--- src/rtl/riscv_fetch_stage.sv ---
// Instruction fetch front end: owns the PC and issues in-order imem requests.
// Returned words are queued with their PCs and handed to decode over valid/ready.
module riscv_fetch_stage #(
  parameter int unsigned     XLEN     = 32,
  parameter logic [XLEN-1:0] RESET_PC = '0,
  parameter int unsigned     DEPTH    = 2
) (
  input  logic            clk,
  input  logic            rst_n,
  output logic            imem_req_valid,
  input  logic            imem_req_ready,
  output logic [XLEN-1:0] imem_addr,
  input  logic            imem_rsp_valid,
  input  logic [31:0]     imem_rsp_data,
  input  logic            redirect_valid,
  input  logic [XLEN-1:0] redirect_pc,
  output logic            id_valid,
  input  logic            id_ready,
  output logic [31:0]     id_instr,
  output logic [XLEN-1:0] id_pc
);

  localparam int unsigned CW = $clog2(DEPTH + 1);
  localparam int unsigned PW = $clog2(DEPTH);
  localparam logic [CW:0]  DEPTH_W = (CW + 1)'(DEPTH);
  localparam logic [31:0]  NOP     = 32'h0000_0013;

  logic [XLEN-1:0] pc;
  logic [XLEN-1:0] redirect_target;

  logic [XLEN-1:0] aq [DEPTH];
  logic [PW-1:0]   aq_rd, aq_wr;
  logic [CW-1:0]   outstanding;
  logic [CW-1:0]   drop;

  logic [XLEN-1:0] fifo_pc    [DEPTH];
  logic [31:0]     fifo_instr [DEPTH];
  logic [PW-1:0]   rd_ptr, wr_ptr;
  logic [CW-1:0]   fifo_count;
  logic [XLEN-1:0] last_pc;

  logic            fifo_empty;
  logic            pop;
  logic            push;
  logic            req_fire;
  logic [CW:0]     credit_used;

  function automatic logic [PW-1:0] ptr_inc(input logic [PW-1:0] p);
    return (p == PW'(DEPTH - 1)) ? '0 : p + PW'(1);
  endfunction

  assign redirect_target = redirect_pc & ~XLEN'(3);

  assign fifo_empty = (fifo_count == '0);
  assign id_valid   = !fifo_empty && !redirect_valid;
  assign pop        = id_valid && id_ready;
  assign id_instr   = fifo_empty ? NOP : fifo_instr[rd_ptr];
  assign id_pc      = fifo_empty ? last_pc : fifo_pc[rd_ptr];

  // Pending drops stay in outstanding, so they consume credit until they return.
  assign credit_used    = {1'b0, fifo_count} + {1'b0, outstanding} - (CW + 1)'(pop);
  assign imem_req_valid = rst_n && !redirect_valid && (credit_used < DEPTH_W);
  assign imem_addr      = pc;
  assign req_fire       = imem_req_valid && imem_req_ready;
  assign push           = imem_rsp_valid && !redirect_valid && (drop == '0);

  always_ff @(posedge clk or negedge rst_n) begin
    if (!rst_n) begin
      pc          <= RESET_PC;
      aq_rd       <= '0;
      aq_wr       <= '0;
      outstanding <= '0;
      drop        <= '0;
    end else begin
      if (imem_rsp_valid) aq_rd <= ptr_inc(aq_rd);
      if (redirect_valid) begin
        // Every in-flight request still returns a word; all of them are stale now.
        pc          <= redirect_target;
        drop        <= outstanding - CW'(imem_rsp_valid);
        outstanding <= outstanding - CW'(imem_rsp_valid);
      end else begin
        if (req_fire) begin
          pc    <= pc + XLEN'(4);
          aq_wr <= ptr_inc(aq_wr);
        end
        outstanding <= outstanding + CW'(req_fire) - CW'(imem_rsp_valid);
        if (imem_rsp_valid && (drop != '0)) drop <= drop - CW'(1);
      end
    end
  end

  always_ff @(posedge clk) begin
    if (req_fire) aq[aq_wr] <= pc;
  end

  always_ff @(posedge clk or negedge rst_n) begin
    if (!rst_n) begin
      rd_ptr     <= '0;
      wr_ptr     <= '0;
      fifo_count <= '0;
      last_pc    <= '0;
    end else begin
      if (!fifo_empty) last_pc <= fifo_pc[rd_ptr];
      if (redirect_valid) begin
        rd_ptr     <= '0;
        wr_ptr     <= '0;
        fifo_count <= '0;
      end else begin
        if (push) wr_ptr <= ptr_inc(wr_ptr);
        if (pop)  rd_ptr <= ptr_inc(rd_ptr);
        fifo_count <= fifo_count + CW'(push) - CW'(pop);
      end
    end
  end

  always_ff @(posedge clk) begin
    if (push) begin
      fifo_pc[wr_ptr]    <= aq[aq_rd];
      fifo_instr[wr_ptr] <= imem_rsp_data;
    end
  end

  a_no_overflow: assert property (@(posedge clk) disable iff (!rst_n)
    !(imem_rsp_valid && !redirect_valid && (drop == '0) && (fifo_count == CW'(DEPTH))));

endmodule

--- config.mk ---
export PLATFORM = sky130hd
export DESIGN_NAME = riscv_fetch_stage
export DESIGN_NICKNAME = d
export VERILOG_FILES = /design/src/rtl/riscv_fetch_stage.sv
export SDC_FILE = /design/constraint.sdc
export NUM_CORES = 1
export LEC_CHECK = 0
export BUFFER_PORTS_ARGS = -buffer_cell sky130_fd_sc_hd__buf_4
export CAP_MARGIN = 20
export CORE_MARGIN = 2
export CORE_UTILIZATION = 55
export DETAILED_ROUTE_END_ITERATION = 7
export PLACE_DENSITY = 0.83
export SETUP_SLACK_MARGIN = 0.05
export SYNTH_ARGS = -nofsm -noshare
export SYNTH_HDL_FRONTEND = slang
export SYNTH_SLANG_ARGS = --single-unit
--- constraint.sdc ---
create_clock -name clk -period 7.7 [get_ports clk]
set_input_delay 0.77 -clock clk [delete_from_list [all_inputs] [get_ports clk]]
set_output_delay 0.77 -clock clk [all_outputs]
set_load 0.02 [all_outputs]
==> metrics.yaml <==
flow_run:
  cap_violations: 0
placement:
  place_congestion: 0.815
  portBuffers: 163
  dp_hpwl_um: 13400
  place_ws_ns: 3.77
synthesis:
  synth_top_area_share_pct: 53.9
  synth_area_um2: 10200
  ys_warn_count: 0
  syn_avg_cell_area_um2: 14.5
  synth-edff-count: 184
  ys_seq_area_share_pct: 71.5
  synthCells: 707
  yosys-top-cells-area: "edfxtp_1 54%, dfrtp_1 18%, mux2i_1 6.2%, mux2_2 3.3%, nand2_1 2.6%"
  async_flop_share_pct: 28.1
  ys_ff_latch: 256
  synth_largest_area_cell: "edfxtp_1"
  synth_flop_cell: "edfxtp_1"
  yosysUniqueCellTypes: 49
route:
  drc: 0
  dr.pass1.iters: 5
  initialDrtViolationCount: 578
  routedWlPerCell_um: 19.0
  drt_wl_total_um: 21300
  ant_nets: 0
  viasPerCell: 5.72
  routed-via-count: 6422
timing:
  maxSlewViolCount: 0
  tightest_slew_ns: 1.00
  relSlewSlack_pct: 33.1
  layout_setup_ws_ns: 3.96
  period_share_pct: 48.6
  setup-tns-final_ns: 0
  fmax_mhz: 267
  hold_viol: 0
  rsz0062_at_grt: "false"
  clock_skew_ns: 0.0188
  period_minus_slack_ns: 3.74
  setup_viol: 0
  whs_ns: 0.433
final_layout:
  drive_gt1_share_pct: 28.2
  areaGrowthSynthToFinish_pct: 22.5
  n_antenna_cell: 0
  final_nets: 954
  final_util_pct: 69.1
  nFillCells: 1226
clock_network:
  postCtsSetupBuffers: 0
  clockBufferDepth: 3
  clock_sinks: 256
  cts_root_buf: "clkbuf_16"
  ctsHoldBuffers: 0
  cts-buffers-inserted: 26
  path_clk_slew_ns: 0.06
  cts_tree: "done"
  htree_levels: 1
  cts_resized: 0
  insertion_delay_ns: 0.53
critical_path:
  cp.required_ns: 6.93
  endpoint_kind: "output pin"
  critPathLaunchType: "flip-flop"
  slowest_stage: "dfrtp_1"
  crit_buf_inv: 1
  crit_fanout: 5
  critical-path-top-delay-family: "simple AND/OR/NAND/NOR gates"
  cpPeakStageDelay_ns: 0.44
  worstPathArrival_ns: 2.97
  critical_path_class: "reg2out"
  crit_chain: "or2_2 -> nand2_1 -> nor2_1 -> nor2b_1 -> o21ai_0 -> fa_1 -> xnor2_1 -> nor4bb_1 -> buf_4"
floorplanning:
  row_count: 49
  ios: 168
  die_x_um: 140
  initial_utilization_pct: 56.4
  core-area_um2: 18100
  die_y_um: 140
  die-area_um2: 19700
power_and_ir_drop:
  p_leak_nw: 4.78
  power_density_nw_per_um2: 319
  ir_drop_mv: 0.171
  finalPower_w: 0.00401
global_route:
  grt_pass1_vias: 6308
  grt_max_degree: 93
  gr-total-overflow: 0
  antenna_found_initial: 0
  grt_usage_pct: 21.7
  grt_pass1_wl_um: 33700
outcome:
  status: "complete, no violations"
worst_hold_path:
  holdCritPathClass: "in2reg"
[where the power goes]
part | switching, W | total, W | internal [W]
clock | 0.000498 | 0.00121 | 0.000707
combinational | 0.000584 | 0.000994 | 0.000411
sequential | 0.000120 | 0.00181 | 0.00169
[through the flow]
step	std cells	cell area (um2)
2_1_floorplan	708	10200
3_3_place_gp	1075	11700
3_5_place_dp	1075	11700
4_1_cts	1122	12500
5_1_grt	1123	12500
6_report	1123	12500
[worst paths after layout]
path                                               to  cells after the start  slack [ns]                    start
hold / removal             fifo_instr[0][9]$_DFFE_PP_                      1        0.43         imem_rsp_data[9]
hold reg to reg                  last_pc[0]$_DFF_PN0_                      1        0.48     last_pc[0]$_DFF_PN0_
setup / recovery                       imem_req_valid                      9        3.96  fifo_count[0]$_DFF_PN0_
min in group asynchronous    imem_addr[7]$_DFFE_PN0P_                      2        0.54                    rst_n
setup reg to reg            imem_addr[19]$_DFFE_PN0P_                     10        4.12  fifo_count[0]$_DFF_PN0_
max in group asynchronous          rd_ptr$_DFFE_PN0P_                      2        6.45                    rst_n
[logic make-up after synthesis]
kind of cell | share of synthesized area (%)
AOI/OAI and AO/OA | 5.23
other | 0.0366
and+or+nand+nor | 9.47
xor gates and xnor gates | 1.20
DFF | 71.5
buffers and inverters | 1.91
adders and majority gates | 1.17
muxes | 9.46
[cells in the mapped netlist (all sizes together), types with 2 or more instances]
cell and number:
a21oi 9, o21ai 52, nor2 53, a31oi 4, mux2 30, buf 11, clkbuf 23, o311ai 6
and2 4, a32oi 2, ha 8, xor2 5, nand4 15, and3 4, mux2i 63, nor4 4
a221o 2, nand3 21, or4 2, edfxtp 184, or2 2, nor2b 8, nor3 3, nand3b 6
o211ai 8, nand2 70, xnor2 9, dfrtp 72, inv 12, a22oi 4
[registers in the layout, summed over array words and instances, names as in the netlist, 2 cells and up]
register     cells
aq              60
drop             2
fifo_count       2
fifo_instr      64
fifo_pc         60
imem_addr       30
last_pc         32
outstanding      2
[cells in the final DEF, fill, tap and decap left out, types with 2 or more instances in the layout]
master       n
a21oi_1      9
a221o_1      2
a22oi_1      4
a31oi_1      4
a32oi_1      2
and2_1       4
and3_1       3
buf_4      172
bufinv_16    2
clkbuf_1     8
clkbuf_16   27
clkinv_1     4
clkinv_2     6
conb_1       2
dfrtp_1     71
edfxtp_1   184
ha_1         8
inv_1       12
mux2_2      30
mux2i_1     63
nand2_1     70
nand3_1     20
nand3b_1     6
nand4_1     13
nand4_2      2
nor2_1      49
nor2_4       3
nor2b_1      8
nor3_1       3
nor4_1       2
nor4_4       2
o211ai_1     8
o21ai_0     52
o311ai_0     6
or2_2        2
or4_1        2
xnor2_1      9
xor2_1       5
[routing by layer]
metal | GRT usage [%] | routed length, um | vias to the layer above
li1 | - | - | 2971
met1 | 30.0 | 8810 | 3141
met2 | 36.0 | 10600 | 273
met3 | 3.42 | 1430 | 37
met4 | 7.21 | 510 | 0
met5 | 0 | 0 | -
[area by class of cell]
| cell class | count | area [um2] | share of cell area, % |
|---|---|---|---|
| Multi-Input combinational cell | 405 | 2750 | 21.9 |
| Clock buffer | 35 | 706 | 5.62 |
| Timing Repair Buffer | 173 | 1320 | 10.5 |
| Sequential cell | 256 | 7330 | 58.4 |
| Inverter | 13 | 48.8 | 0.389 |
| Tap cell | 229 | 287 | 2.28 |
| Clock inverter | 12 | 109 | 0.867 |
Power figures use the tool's default switching activity.
